[src/rtl/muldiv_pkg.sv]
// Shared types for the iterative RV32M multiply/divide unit: op encoding, FSM states,
// funct7 decode constant and operand-signedness helpers.
package muldiv_pkg;

    localparam logic [6:0] MULDIV_FUNCT7 = 7'b0000001;

    typedef enum logic [2:0] {
        OP_MUL    = 3'b000,
        OP_MULH   = 3'b001,
        OP_MULHSU = 3'b010,
        OP_MULHU  = 3'b011,
        OP_DIV    = 3'b100,
        OP_DIVU   = 3'b101,
        OP_REM    = 3'b110,
        OP_REMU   = 3'b111
    } md_op_e;

    typedef enum logic [1:0] {
        IDLE  = 2'd0,
        CALC  = 2'd1,
        FIXUP = 2'd2,
        DONE  = 2'd3
    } md_state_e;

    function automatic logic op_is_div(input logic [2:0] f);
        return f[2];
    endfunction

    // MUL is treated as unsigned: the low half of the product does not depend on signs.
    function automatic logic op_a_signed(input logic [2:0] f);
        return f[2] ? ~f[0] : (f == OP_MULH || f == OP_MULHSU);
    endfunction

    function automatic logic op_b_signed(input logic [2:0] f);
        return f[2] ? ~f[0] : (f == OP_MULH);
    endfunction

endpackage

[src/rtl/muldiv_signfix.sv]
// Combinational sign handling: operand magnitudes at accept, and result negation plus
// half/quotient/remainder selection at FIXUP.
module muldiv_signfix
    import muldiv_pkg::*;
#(
    parameter int XLEN = 32
)(
    input  logic [XLEN-1:0]   op_a,
    input  logic [XLEN-1:0]   op_b,
    input  logic [2:0]        funct3,
    output logic [XLEN-1:0]   mag_a,
    output logic [XLEN-1:0]   mag_b,
    output logic              a_neg,
    output logic              b_neg,
    input  logic [2:0]        fix_op,
    input  logic              fix_a_neg,
    input  logic              fix_b_neg,
    input  logic              fix_b_zero,
    input  logic [2*XLEN-1:0] prod,
    input  logic [XLEN-1:0]   rem,
    output logic [XLEN-1:0]   result
);

    logic [2*XLEN-1:0] prod_s;
    logic [XLEN-1:0]   quo_s;
    logic [XLEN-1:0]   rem_s;
    md_op_e            op;

    assign op = md_op_e'(fix_op);

    always_comb begin
        a_neg = op_a_signed(funct3) & op_a[XLEN-1];
        b_neg = op_b_signed(funct3) & op_b[XLEN-1];
        mag_a = a_neg ? -op_a : op_a;
        mag_b = b_neg ? -op_b : op_b;
    end

    // For divides the low half of prod holds the quotient.
    always_comb begin
        prod_s = (fix_a_neg ^ fix_b_neg) ? -prod : prod;
        quo_s  = (fix_a_neg ^ fix_b_neg) ? -prod[XLEN-1:0] : prod[XLEN-1:0];
        rem_s  = fix_a_neg ? -rem : rem;
        case (op)
            OP_MUL:                       result = prod_s[XLEN-1:0];
            OP_MULH, OP_MULHSU, OP_MULHU: result = prod_s[2*XLEN-1:XLEN];
            OP_DIV, OP_DIVU:              result = fix_b_zero ? '1 : quo_s;
            default:                      result = rem_s;
        endcase
    end

endmodule

[src/rtl/muldiv_unit.sv]
// Radix-2 iterative RV32M multiply/divide unit with valid/ready request and response.
// Optional MULDIV_FAST_EN: zero-operand, divide-by-zero and overflow cases finish one cycle after accept.
module muldiv_unit
    import muldiv_pkg::*;
#(
    parameter int XLEN = 32
)(
    input  logic            clk,
    input  logic            reset,
    input  logic            req_valid,
    output logic            req_ready,
    input  logic [XLEN-1:0] op_a,
    input  logic [XLEN-1:0] op_b,
    input  logic [2:0]      funct3,
    input  logic            flush,
    output logic            rsp_valid,
    input  logic            rsp_ready,
    output logic [XLEN-1:0] rsp_result,
    output logic            busy,
    output logic [1:0]      state_dbg
);

    localparam int CNT_W = $clog2(XLEN) + 1;

    // Handshake: a request transfers on a rising edge where req_valid && req_ready && !flush;
    // a response transfers on a rising edge where rsp_valid && rsp_ready. The core holds its
    // request stable until it transfers; the unit holds rsp_result stable until it transfers.
    md_state_e         state_q, state_d;
    logic [2:0]        op_q;
    logic              a_neg_q, b_neg_q, b_zero_q;
    logic [XLEN-1:0]   mag_q;
    logic [XLEN-1:0]   rem_q;
    logic [2*XLEN-1:0] prod_q;
    logic [CNT_W-1:0]  cnt_q;

    logic              accept, last_step;
    logic              fast_hit;
    logic [XLEN-1:0]   fast_result;
    logic [XLEN-1:0]   mag_a, mag_b;
    logic              a_neg, b_neg;
    logic [XLEN-1:0]   fix_result;
    logic [XLEN:0]     mul_sum;
    logic [XLEN:0]     div_shift;
    logic [XLEN:0]     div_diff;
    logic              div_ge;

    assign accept    = (state_q == IDLE) && req_valid && !flush;
    assign last_step = (cnt_q == CNT_W'(XLEN - 1));

    muldiv_signfix #(.XLEN(XLEN)) u_signfix (
        .op_a       (op_a),
        .op_b       (op_b),
        .funct3     (funct3),
        .mag_a      (mag_a),
        .mag_b      (mag_b),
        .a_neg      (a_neg),
        .b_neg      (b_neg),
        .fix_op     (op_q),
        .fix_a_neg  (a_neg_q),
        .fix_b_neg  (b_neg_q),
        .fix_b_zero (b_zero_q),
        .prod       (prod_q),
        .rem        (rem_q),
        .result     (fix_result)
    );

`ifdef MULDIV_FAST_EN
    always_comb begin
        fast_hit    = 1'b0;
        fast_result = '0;
        if (op_is_div(funct3)) begin
            if (op_b == '0) begin
                fast_hit    = 1'b1;
                fast_result = funct3[1] ? op_a : '1;
            end else if (!funct3[0] && op_a == {1'b1, {(XLEN-1){1'b0}}} && op_b == '1) begin
                fast_hit    = 1'b1;
                fast_result = funct3[1] ? '0 : op_a;
            end
        end else if (op_a == '0 || op_b == '0) begin
            fast_hit    = 1'b1;
            fast_result = '0;
        end
    end
`else
    assign fast_hit    = 1'b0;
    assign fast_result = '0;
`endif

    always_ff @(posedge clk) begin
        if (reset) state_q <= IDLE;
        else       state_q <= state_d;
    end

    always_comb begin
        state_d = state_q;
        if (flush) begin
            state_d = IDLE;
        end else begin
            case (state_q)
                IDLE:    if (req_valid) state_d = fast_hit ? DONE : CALC;
                CALC:    if (last_step) state_d = FIXUP;
                FIXUP:   state_d = DONE;
                DONE:    if (rsp_ready) state_d = IDLE;
                default: state_d = IDLE;
            endcase
        end
    end

    always_comb begin
        req_ready = (state_q == IDLE);
        busy      = (state_q != IDLE);
        rsp_valid = (state_q == DONE) && !flush;
        state_dbg = state_q;
    end

    // Multiply: right-shifting shift-add with multiplier in prod low half.
    // Divide: restoring step, dividend shifts out of prod low half as quotient bits shift in.
    always_comb begin
        mul_sum   = {1'b0, prod_q[2*XLEN-1:XLEN]} + (prod_q[0] ? {1'b0, mag_q} : '0);
        div_shift = {rem_q, prod_q[XLEN-1]};
        div_diff  = div_shift - {1'b0, mag_q};
        div_ge    = ~div_diff[XLEN];
    end

    always_ff @(posedge clk) begin
        if (reset) begin
            op_q       <= '0;
            a_neg_q    <= 1'b0;
            b_neg_q    <= 1'b0;
            b_zero_q   <= 1'b0;
            mag_q      <= '0;
            rem_q      <= '0;
            prod_q     <= '0;
            cnt_q      <= '0;
            rsp_result <= '0;
        end else if (accept) begin
            op_q     <= funct3;
            a_neg_q  <= a_neg;
            b_neg_q  <= b_neg;
            b_zero_q <= (op_b == '0);
            mag_q    <= op_is_div(funct3) ? mag_b : mag_a;
            prod_q   <= {{XLEN{1'b0}}, (op_is_div(funct3) ? mag_a : mag_b)};
            rem_q    <= '0;
            cnt_q    <= '0;
            if (fast_hit) rsp_result <= fast_result;
        end else if (state_q == CALC && !flush) begin
            cnt_q <= cnt_q + CNT_W'(1);
            if (op_is_div(op_q)) begin
                rem_q            <= div_ge ? div_diff[XLEN-1:0] : div_shift[XLEN-1:0];
                prod_q[XLEN-1:0] <= {prod_q[XLEN-2:0], div_ge};
            end else begin
                prod_q <= {mul_sum, prod_q[XLEN-1:1]};
            end
        end else if (state_q == FIXUP && !flush) begin
            rsp_result <= fix_result;
        end
    end

endmodule

[config.mk]
export PLATFORM = sky130hd
export DESIGN_NAME = muldiv_unit
export DESIGN_NICKNAME = d
export VERILOG_FILES = /design/src/rtl/muldiv_pkg.sv /design/src/rtl/muldiv_signfix.sv /design/src/rtl/muldiv_unit.sv
export SDC_FILE = /design/constraint.sdc
export NUM_CORES = 1
export LEC_CHECK = 0
export CAP_MARGIN = 30
export CORE_ASPECT_RATIO = 0.75
export CORE_UTILIZATION = 60
export CTS_CLUSTER_DIAMETER = 50
export CTS_CLUSTER_SIZE = 24
export DETAILED_ROUTE_END_ITERATION = 6
export PLACE_DENSITY = 0.86
export SLEW_MARGIN = 30
export SYNTH_ARGS = -nofsm -noshare
export SYNTH_HDL_FRONTEND = slang
export SYNTH_SLANG_ARGS = --single-unit
[constraint.sdc]
create_clock -name clk -period 7.6 [get_ports clk]
set_clock_uncertainty 0.05 [all_clocks]
set_input_delay 1.52 -clock clk [delete_from_list [all_inputs] [get_ports clk]]
set_output_delay 1.52 -clock clk [all_outputs]
set_load 0.01 [all_outputs]
======== After elaboration in Yosys (flattened, before gate mapping) ========
Index checks and enable logic that the tools add are counted.
storage, ports and cells
  output and inout bits ................... 37
  input port bits ......................... 72
  flip-flop bits (word level) ............. 174
  word-level logic and storage cells ...... 81
operators by class
  reductions and logical operators ........ 20
  muxes and demuxes ....................... 20
  equality and inequality tests ........... 14
  add/subtract/negate cells ............... 8
  bitwise logic cells ..................... 8
operators by type and width
  cell                   count
  $mux W32               12
  $neg A32 Y32           4
  $pmux W32 S3           1
  $mux W64               1
  $neg A64 Y64           1
  $add A32 B32 Y33       1
  $sub A33 B32 Y33       1
  $logic_not A32 Y1      1
  $eq A3 B2 Y1 const B   3
  $pmux W2 S4            1
  $add A6 B1 Y6 const B  1
  $eq A3 B1 Y1 const B   2
  $eq A3 B3 Y1 const B   2
  $eq A6 B5 Y1 const B   1
  $mux W2                3
  $ne A2 B2 Y1 const B   3
  $reduce_and A3 Y1      2
  $reduce_or A2 Y1       3
  $logic_and A1 B1 Y1    5
  $not A1 Y1             5
  $eq A2 B2 Y1 const B   2
  $reduce_and A2 Y1      2
  $reduce_bool A2 Y1     2
  $logic_not A3 Y1       1
  other kinds (8)        10

======== Depth between registers and ports, before layout ========
  depth in word-level cells ............... 7
  mapped depth ............................ 14
  mapped depth without buffers ............ 12

======== By module ========
Synthesis repeated with hierarchy kept, for this count alone.
second synthesis, totals
  cells, all modules ...................... 2068
  area, all modules ....................... 15676.3 um^2
by module, submodules not included
  module          cells an instance  area each (um^2)  sequential area each (um^2)  times used
  muldiv_unit     1383               11280.8           3483.3                       1
  muldiv_signfix  685                4395.5            0.0                          1

======== Least setup slack after synthesis ========
No wires, ideal clock.
  kind .................................... in2reg
  start point ............................. input op_a[8]
  end point ............................... register mag_q[17]
  library setup time ...................... 132 ps
  stages on the path ...................... 9
  arrival time ............................ 3738 ps
  path slack .............................. 3680 ps
  cells stage by stage .................... or4_1 or4_1 or3_1 clkbuf_1 o41ai_1 xor2_1 nand2_1 o211ai_1 a21oi_1
between the ends
  longest elaborated chain between the ends .. 3
RTL lines
  what                  RTL line              RTL
  from (decl)           muldiv_unit.sv:12     input logic [XLEN-1:0] op_a,
  $neg A32 Y32          muldiv_signfix.sv:34  mag_a = a_neg ? -op_a : op_a;
  $mux W32              muldiv_signfix.sv:34
  $mux W32              muldiv_unit.sv:141    mag_q <= op_is_div(funct3) ? mag_b : mag_a;
  to (signal assigned)  muldiv_unit.sv:141
  to (decl)             muldiv_unit.sv:31     logic [XLEN-1:0] mag_q;
No other way between the ends.
A chain may end at the register's enable or synchronous reset.

======== Final worst setup path ========
  start point ............................. register prod_q[31]
  end point ............................... register prod_q[0]
between the ends
  longest elaborated chain between the ends .. 5
RTL lines
  what                               RTL line            RTL
  from (decl)                        muldiv_unit.sv:33   logic [2*XLEN-1:0] prod_q;
  from (signal assigned)             muldiv_unit.sv:142  prod_q <= {{XLEN{1'b0}}, (op_is_div(funct3) ? mag_a : mag_b)};
  from (signal, indexed assignment)  muldiv_unit.sv:150  prod_q[XLEN-1:0] <= {prod_q[XLEN-2:0], div_ge};
  from (signal assigned)             muldiv_unit.sv:152  prod_q <= {mul_sum, prod_q[XLEN-1:1]};
  $sub A33 B32 Y33                   muldiv_unit.sv:121  div_diff = div_shift - {1'b0, mag_q};
  $not A1 Y1                         muldiv_unit.sv:122  div_ge = ~div_diff[XLEN];
  $mux W32                           muldiv_unit.sv:148  if (op_is_div(op_q)) begin
  $mux W32                           muldiv_unit.sv:146  end else if (state_q == CALC && !flush) begin
  $mux W32                           muldiv_unit.sv:136  end else if (accept) begin
No other way between the ends. The select of a mux whose other input is x is not followed.

==> qor.json <==
{
  "synthesis": {
    "ys_flop_type": "sky130_fd_sc_hd__dfxtp_1",
    "synth_largest_type_area_fraction": 0.233,
    "post_synth_num_cell_types": 77,
    "netlist_area_sq_mm": 0.0150,
    "synth_commonest_cells": "sky130_fd_sc_hd__a21oi_1 (230), sky130_fd_sc_hd__nand2_1 (218), sky130_fd_sc_hd__nor2_1 (199)",
    "synth.net_count": 2204,
    "synth_async_sr_flop_share": 0,
    "synth.largest_area_cell": "sky130_fd_sc_hd__dfxtp_1",
    "syn-mean-instance-area_sq_um": 7.27,
    "yosys.cell_count.top_type": "sky130_fd_sc_hd__a21oi_1",
    "synth_edf_count": 0,
    "synth.area.top_cells": "sky130_fd_sc_hd__dfxtp_1 (23%), sky130_fd_sc_hd__a21oi_1 (7.7%), sky130_fd_sc_hd__xnor2_1 (6.5%)",
    "ys.warnings.count": 0,
    "synth_seq_cells": 174,
    "synth_seq_area_share": 0.233,
    "post_synth_inst_count": 2057
  },
  "clock_network": {
    "insertion_delay_ps": 460,
    "cts-resized-gates": 0,
    "cts_tree": "yes",
    "clock_path_buffers": 2,
    "hold_buffers": 0,
    "tritoncts.num_buffers": 17,
    "tritoncts_num_sinks": 174,
    "path_clk_slew_ps": 60,
    "ctsHtreeMaxLevel": 4,
    "postcts_setup_bufs": 0,
    "root_buffer": "sky130_fd_sc_hd__clkbuf_16"
  },
  "timing": {
    "maxSlewHeadroom": 0.284,
    "fin_crit_sh": 0.599,
    "finalMaxSlewViolations": 0,
    "finalWorstPathRequiredPeriod_ps": 4550,
    "timing.setup.tns_ps": 0,
    "clock.fmax_mhz": 220,
    "setup_viol_count_final": 0,
    "hold_viol_final": 0,
    "unrepaired_setup_endpoints_after_global_routing": "no",
    "tightest_slew_ps": 1070
  },
  "critical_path": {
    "timing.rr.end": "prod_q[0]",
    "cp.arrival_ps": 4840,
    "timing_worst_setup_path_type": "reg2reg",
    "cp-startpoint": "prod_q[31]",
    "critical_path_required_ps": 7890,
    "timing.critical_path.to_type": "flop",
    "r2r_cells": 13,
    "worstSetupStartpointType": "flop",
    "critical_path.max_fanout": 37,
    "r2r-start": "prod_q[31]",
    "timing.critical_path.to": "prod_q[0]",
    "reg2reg_setup_slack_ps": 3050
  },
  "routing": {
    "drt_pre_antenna_iters": 6,
    "route.top_layer_used": "met4",
    "wl_met2_um": 21500,
    "route.detailed.drc": 0,
    "vias": 16410,
    "routed_length_on_met3_um": 7640,
    "drt-met1-wl_um": 22800,
    "average_vias_per_placed_instance": 6.76,
    "drtIter0Drc": 2376,
    "drtAntennaViolNets": 0,
    "wl_per_cell_um": 22.2,
    "wire_length_reported_by_the_detailed_router_um": 53900
  },
  "grt": {
    "number_of_antenna_violations_at_the_first_check_in_global_routing": 1,
    "grt_start_max_net_pins": 52,
    "grtUsageTotal": 0.416,
    "grt_remaining_overflow": 0,
    "via_count_of_the_first_global_routing_pass": 14692,
    "grt_first_pass_wirelength_um": 83000
  },
  "floorplan": {
    "start_util": 0.618,
    "die-width_um": 184,
    "rows": 49,
    "fp.dieArea_sq_mm": 0.0256,
    "die_h_um": 139,
    "boundaryPins": 109,
    "core_area_sq_mm": 0.0242
  },
  "power_and_ir_drop": {
    "static-leakage-power_uw": 0.00686,
    "p_per_area_mw_per_mm2": 161,
    "irDropWorstVdd_mv": 0.180
  },
  "placement": {
    "dp.final_hpwl_um": 40800,
    "portBuffers": 108,
    "gp_congestion": 1.04
  },
  "final_layout": {
    "area_growth_syn_to_layout_pct": 12.5,
    "fin_nets": 2230,
    "final_core_utilization": 0.695,
    "final_layout_size_suffix_gt1_frac": 0.0549
  },
  "worst_hold_path": {
    "worst_hold_path_type": "reg2reg",
    "min_path_cells": 2
  },
  "flow_run": {
    "drv.max_cap_violation_count": 0
  },
  "status": {
    "run_status": "completed"
  }
}
-- report_power, final --
part	internal, uW	switching [uW]	total [uW]
sequential	943	55.8	998
combinational	288	455	743
clock	565	405	969
total	1800	915	2710
-- state kept, by name (all words and copies together), names as in the netlist --
signal      cells
prod_q         64
b_zero_q        1
state_dbg       2
rem_q          32
mag_q          32
op_q            3
rsp_result     32
b_neg_q         1
cnt_q           6
a_neg_q         1
-- critical path, stage by stage, from the launching register on --
cell and delay, ps:
sky130_fd_sc_hd__dfxtp_1 540, sky130_fd_sc_hd__inv_1 240, sky130_fd_sc_hd__ha_1 270, sky130_fd_sc_hd__fa_1 420, sky130_fd_sc_hd__nand2b_1 190, sky130_fd_sc_hd__a21oi_1 640, sky130_fd_sc_hd__o211a_1 310, sky130_fd_sc_hd__o31ai_1 100
sky130_fd_sc_hd__a21o_1 210, sky130_fd_sc_hd__o21ai_1 350, sky130_fd_sc_hd__xnor2_2 150, sky130_fd_sc_hd__buf_4 520, sky130_fd_sc_hd__a21oi_1 160, sky130_fd_sc_hd__o221a_2 250
-- layout make-up --
type                    instances  area, sq um
fillers                      2069         7380
clock buffers                  20          457
repair buffers                132         1270
flip-flops and latches        174         3490
multi-input cells            1686        10800
well taps                     331          414
diodes                          3         7.51
inverters                      72          270
clock inverters                10          163
-- worst min path at each step --
stage                      to  slack [ps]      startpoint
2_1_floorplan        mag_q[5]         380        mag_q[5]
3_3_place_gp   rsp_result[12]         370  rsp_result[12]
3_5_place_dp   rsp_result[12]         380  rsp_result[12]
4_1_cts        rsp_result[12]         390  rsp_result[12]
5_1_grt        rsp_result[12]         410  rsp_result[12]
6_report       rsp_result[12]         380  rsp_result[12]
-- cell families after synthesis --
group | count (synthesis) | synth area share
buffers and inverters | 197 | 0.0505
AND/OR/NAND/NOR | 670 | 0.210
flip-flops | 174 | 0.233
XOR/XNOR | 203 | 0.119
multiplexers | 67 | 0.0463
adder cells (fa/ha/maj) | 75 | 0.0637
AO/OA/AOI/OAI | 671 | 0.277
-- placed cells by master, fill, tap and decap left out, types with 8 or more instances in the layout --
master and n:
sky130_fd_sc_hd__nand4_1 18, sky130_fd_sc_hd__buf_4 23, sky130_fd_sc_hd__a21oi_1 229, sky130_fd_sc_hd__clkbuf_16 17
sky130_fd_sc_hd__o221ai_1 17, sky130_fd_sc_hd__xor2_1 91, sky130_fd_sc_hd__mux2_2 17, sky130_fd_sc_hd__o211ai_1 22
sky130_fd_sc_hd__nor2_1 196, sky130_fd_sc_hd__inv_1 71, sky130_fd_sc_hd__o22ai_1 15, sky130_fd_sc_hd__a32o_1 8
sky130_fd_sc_hd__o41ai_1 16, sky130_fd_sc_hd__ha_1 73, sky130_fd_sc_hd__dfxtp_1 173, sky130_fd_sc_hd__a221oi_1 14
sky130_fd_sc_hd__o31ai_1 31, sky130_fd_sc_hd__or2_2 10, sky130_fd_sc_hd__nor3_1 56, sky130_fd_sc_hd__xnor2_1 109
sky130_fd_sc_hd__clkdlybuf4s50_1 106, sky130_fd_sc_hd__nand3_1 42, sky130_fd_sc_hd__and2_1 10, sky130_fd_sc_hd__nand2b_1 20
sky130_fd_sc_hd__or4_1 17, sky130_fd_sc_hd__mux2i_1 49, sky130_fd_sc_hd__a21o_1 41, sky130_fd_sc_hd__nand2_1 218
sky130_fd_sc_hd__o21ai_1 14, sky130_fd_sc_hd__a31oi_1 20, sky130_fd_sc_hd__nor4_1 30, sky130_fd_sc_hd__o21ai_0 161
sky130_fd_sc_hd__a211oi_1 23
-- metal layers --
layer	global-route usage	vias up
met5	0	-
met4	0.148	0
met3	0.119	147
met2	0.582	1180
met1	0.600	7583
li1	-	7500
-- per-stage QoR --
step	hold WS (ps)	area, sq um	instances	worst slack (ps)	total power [uW]
after floorplan	382	15000	2057	3680	1500
after global placement	374	16200	2394	2860	1710
after detailed placement	381	16200	2395	2850	1730
after CTS	390	16800	2425	3190	2670
after global routing	410	16800	2425	2960	2800
final	385	16800	2428	3050	2710
Power figures use the tool's default switching activity.
